### src/rtl/byte_rr_arbiter.sv
// byte_rr_arbiter: 4-channel round-robin byte arbiter, 1-entry buffer per lane.
// Optional grant lock via BYTE_RR_ARB_HOLD_EN (adds hold_i).
module byte_rr_arbiter #(
  parameter int DATA_W = 8
) (
  input  logic              clk,
  input  logic              rst_n,
  input  logic [DATA_W-1:0] in_data0,
  input  logic [DATA_W-1:0] in_data1,
  input  logic [DATA_W-1:0] in_data2,
  input  logic [DATA_W-1:0] in_data3,
  input  logic [3:0]        in_valid,
  output logic [3:0]        in_ready,
  output logic [DATA_W-1:0] out_data,
  output logic [1:0]        out_sel,
  output logic              out_valid,
  input  logic              out_ready
`ifdef BYTE_RR_ARB_HOLD_EN
  ,
  input  logic              hold_i
`endif
);

  logic [DATA_W-1:0] in_bytes [4];
  logic [DATA_W-1:0] buf_data [4];
  logic [3:0]        buf_valid;
  logic [1:0]        ptr;

  logic       loadable;
  logic       gnt_any;
  logic [1:0] gnt_idx;
  logic       hold_hit;
  logic [3:0] grant;

  assign in_bytes[0] = in_data0;
  assign in_bytes[1] = in_data1;
  assign in_bytes[2] = in_data2;
  assign in_bytes[3] = in_data3;

  assign loadable = ~out_valid | out_ready;

`ifdef BYTE_RR_ARB_HOLD_EN
  assign hold_hit = hold_i & buf_valid[out_sel];
`else
  assign hold_hit = 1'b0;
`endif

  // Descending scan so the lowest offset from ptr wins.
  always_comb begin
    logic [1:0] idx;
    gnt_any = 1'b0;
    gnt_idx = ptr;
    idx     = ptr;
    for (int o = 3; o >= 0; o--) begin
      idx = ptr + 2'(o);
      if (buf_valid[idx]) begin
        gnt_any = 1'b1;
        gnt_idx = idx;
      end
    end
    if (hold_hit) begin
      gnt_any = 1'b1;
      gnt_idx = out_sel;
    end
  end

  always_comb begin
    grant = 4'b0000;
    if (loadable && gnt_any)
      grant[gnt_idx] = 1'b1;
  end

  assign in_ready = ~buf_valid | grant;

  always_ff @(posedge clk or negedge rst_n) begin
    if (!rst_n) begin
      for (int i = 0; i < 4; i++)
        buf_data[i] <= '0;
      buf_valid <= 4'b0000;
    end else begin
      for (int i = 0; i < 4; i++) begin
        if (in_valid[i] && in_ready[i]) begin
          buf_data[i]  <= in_bytes[i];
          buf_valid[i] <= 1'b1;
        end else if (grant[i]) begin
          buf_valid[i] <= 1'b0;
        end
      end
    end
  end

  always_ff @(posedge clk or negedge rst_n) begin
    if (!rst_n) begin
      out_data  <= '0;
      out_sel   <= 2'd0;
      out_valid <= 1'b0;
      ptr       <= 2'd0;
    end else if (loadable) begin
      if (gnt_any) begin
        out_data  <= buf_data[gnt_idx];
        out_sel   <= gnt_idx;
        out_valid <= 1'b1;
        if (!hold_hit)
          ptr <= gnt_idx + 2'd1;
      end else begin
        out_valid <= 1'b0;
      end
    end
  end

endmodule

### config.mk
export PLATFORM = sky130hd
export DESIGN_NAME = byte_rr_arbiter
export DESIGN_NICKNAME = d
export VERILOG_FILES = /design/src/rtl/byte_rr_arbiter.sv
export SDC_FILE = /design/constraint.sdc
export NUM_CORES = 1
export LEC_CHECK = 0
export CAP_MARGIN = 20
export CORE_MARGIN = 2
export CORE_UTILIZATION = 43
export DETAILED_ROUTE_END_ITERATION = 12
export MAX_ROUTING_LAYER = met4
export PLACE_DENSITY = 0.7
export SYNTH_ARGS = -nofsm -noshare
export SYNTH_HDL_FRONTEND = slang
export SYNTH_SLANG_ARGS = --single-unit
export TNS_END_PERCENT = 100
### constraint.sdc
create_clock -name clk -period 2.6 [get_ports clk]
set_input_delay 0.65 -clock clk [delete_from_list [all_inputs] [get_ports clk]]
set_output_delay 0.65 -clock clk [all_outputs]
set_load 0.03 [all_outputs]
==> results by group, run 1 <==
Critical path
  – Worst endpoint required time: 1.95 ns
  – Startpoint type of the worst setup path: register
  – Crit-path cells: and3b_1 > or4_4 > a21boi_4 > nand2_2 > nand2_2 > buf_6
  – RR Startpoint: buf_valid[2]
  – Critical path depth: 6
  – Most frequent CP cell: nand2_2
  – Max FO, Critical Path: 6
  – Worst Path Arrival: 1.95 ns
  – Crit path buf inv count: 1
  – R2r setup slk: 0.22 ns
  – Slowest CP cell: or4_4
  – Delay-heaviest family, CP: simple AND/OR/NAND/NOR gates
  – Worst R2R End: buf_data[8]
  – Crit. End Element: output port
  – Largest stage delay, worst path: 0.54 ns
  – Reg2Reg Depth: 8
  – Crit Path Class: reg2out

Die
  – Die height: 79.1 um
  – Core outline area: 5470 um2
  – # IOs: 54
  – Width of the die: 79.1 um
  – Full die area: 6260 um2
  – Row cnt: 27
  – Initial core utilization: 44.4%

GRT
  – Largest net degree at the start of global routing: 19
  – First-pass GRT wire length: 9400 um
  – Gr usage total: 20.1%
  – Total grt overflow: 0
  – Vias in the first global route: 1973
  – Antenna violations before repair: 0

Clocking
  – Clock slew at reported path FFs: 0.09 ns
  – Num CTS Buffers: 5
  – Cts hold-fix bufs: 0
  – CTS tree: yes
  – Skew-Pair Late Insertion Delay: 0.31 ns
  – Htree depth: 2
  – Root buf cell: clkbuf_8
  – CTS max path bufs: 2
  – Sink Count: 49

Synthesis
  – Flops & latches, synth: 49
  – Share of the synthesized area in the top cell type: 50.5%
  – Mapped Area: 2430 um2
  – Async set-or-reset flop fraction in the synthesized netlist: 100%
  – Synth warnings: 0
  – Netlist cell types: 37
  – Syn Inst Count: 210
  – Largest cells by area after synthesis: dfrtp_1, mux2_2, mux2_4
  – Largest area contributor in the netlist: dfrtp_1
  – Sequential fraction of the synthesis area: 50.5%
  – Avg Inst Size Synth: 11.6 um2
  – Top_reg_cell synth: dfrtp_1
  – Post-synth EDFFs: 0
  – Syn nets: 249

Placement
  – Number of port buffers: 53
  – Placed insts: 339
  – Cell Area, Placed: 3110 um2
  – Post-DP HPWL: 4080 um
  – RD Place Congestion: 0.869
  – Setup WS pre-CTS: -0.0965 ns

Drt
  – Post-route ant nets: 0
  – TritonRoute pass-1 iters: 4
  – Vias per inst: 5.35
  – Routed WL per cell: 16.5 um
  – Initial DRC Count: 59
  – Via Count: 1920
  – DRC viols: 0
  – Final wirelength: 5910 um

Layout
  – Design area: 3420 um2
  – Multi-input combinational cell area: 1210 um2
  – Layout fillers: 462
  – Register Area: 1230 um2
  – Layout area overhead: 40.8%
  – Final nets: 325
  – Antenna Cells: 0
  – Layout cells sized above 1: 30.0%
  – Final non-filler cell total: 359

Min path
  – Hold Path Class: in2async

Timing
  – Final setup margin: 0.00167 ns
  – Fmax: 385 MHz
  – RSZ-0062 raised after global routing: true
  – Final setup violation count: 0
  – Sum Neg Setup Slack: 0 ns
  – Worst Clk Skew: 0.0137 ns
  – Final Hold Viols: 0
  – Final worst path period need: 2.60 ns
  – Final Cycle Share: 99.9%
  – Count of pins over their slew limit: 0
  – Max_slew headroom: 50.6%
  – Slew @ Worst Pin: 0.733 ns

Power
  – Pwr Density: 1290 nW/um2
  – Max VDD drop: 0.666 mV
  – Static leakage: 1.46 nW

Run status
  – Status: finished clean

Run
  – Maxcap violations: 0
[Yosys cell counts (2+ instances only)]
library cell / number
nand2b_1: 9
o21ai_0: 4
mux2i_1: 8
nand2_1: 17
a211oi_1: 9
and2_1: 9
mux2_1: 2
a21o_1: 2
o21a_1: 4
buf_2: 5
nor3_1: 2
inv_1: 3
dfrtp_1: 49
o211ai_1: 16
nor2_1: 13
mux2_2: 14
buf_4: 4
clkbuf_1: 3
a221oi_1: 8
nor2b_1: 5
mux2_4: 8
[report_power, final]
| part | switching (mW) | internal [mW] | total, mW |
|---|---|---|---|
| registers | 0.251 | 1.13 | 1.38 |
| logic | 1.26 | 1.30 | 2.56 |
| clock network | 0.278 | 0.202 | 0.480 |
[worst max path at each step]
stage	startpoint	slack [ns]	end
floorplan	out_ready	0.02	in_ready[0]
global placement	out_ready	-0.03	buf_data[25]
detailed placement	out_ready	-0.1	buf_data[26]
CTS	buf_valid[0]	-0.01	in_ready[3]
global route	buf_valid[0]	-0.06	in_ready[3]
finish	buf_valid[0]	0.002	in_ready[3]
[registers in the layout, indices dropped and copies added (netlist names)]
signal     cells
buf_valid      4
buf_data      32
out_sel        2
out_valid      1
out_data       8
ptr            2
[cells in the final DEF (no fill, tap or decap), types with 2 or more instances in the layout]
cell type / instances
dfrtp_2: 5
nand2_2: 4
a21o_1: 2
buf_12: 2
mux2i_1: 8
mux2_4: 8
a221oi_1: 8
o21a_1: 4
nor2b_1: 3
clkbuf_8: 5
nand2_1: 13
inv_1: 3
clkdlybuf4s50_1: 47
nor2b_4: 3
and2_1: 9
nand2b_1: 9
nor2_1: 12
a211oi_1: 9
o21ai_0: 3
dfrtp_1: 44
o211ai_1: 16
mux2_1: 2
buf_6: 5
mux2_2: 14
buf_4: 25
[final cells by class]
class	count	area share [%]
clock inverters	3	0.842
repair buffers	81	22.6
inverters	3	0.329
multi-input cells	146	35.5
clock buffers	5	2.01
well taps	72	2.64
flip-flops and latches	49	36.1
[through the flow]
| step | util, % | power, mW | hold WS, ns |
|---|---|---|---|
| final | 62.5 | 4.42 | 0.255 |
| after global placement | 56.9 | 3.59 | 0.473 |
| after global routing | 62.5 | 4.71 | 0.280 |
| after floorplan | - | 2.91 | 0.354 |
| after CTS | 60.4 | 4.26 | 0.261 |
| after detailed placement | 56.9 | 3.64 | 0.480 |
[worst reg2reg max path, delay by kind of cell (launching register included)]
kind,cells,cell delay (ns)
flops,1,0.46
simple gates,2,0.52
mux,1,0.31
compound gates,2,0.46
buf+inv,3,0.53
[kinds of logic after synthesis]
family | count (synthesis) | share of synthesized area (%)
multiplexers | 32 | 15.7
AND/OR/NAND/NOR | 62 | 13.0
flip-flops | 49 | 50.5
XOR/XNOR | 1 | 0.361
buffers and inverters | 15 | 3.20
AO/OA/AOI/OAI | 51 | 17.3
[per-layer routing]
layer | track usage [%] | routed length (um) | vias to the layer above
li1 | - | - | 915
met1 | 23.4 | 2470 | 946
met2 | 35.9 | 3110 | 50
met3 | 3.41 | 220 | 9
met4 | 5.52 | 101 | 0
met5 | - | 0 | -
[repair_timing]
item,CTS,global route
endpoints found under the hold margin,0,0
pin swaps,5,8
gates resized for setup,11,21
buffers inserted,7,5
endpoints found under the setup margin,4,4
(Power assumes the default switching activity.)
==> inputs of run 2 (changes only) <==
Settings changed: CAP_MARGIN 20 to unset.
==> results of run 2 <==
The final DEF is identical to that of run 1; final timing and power are the same.
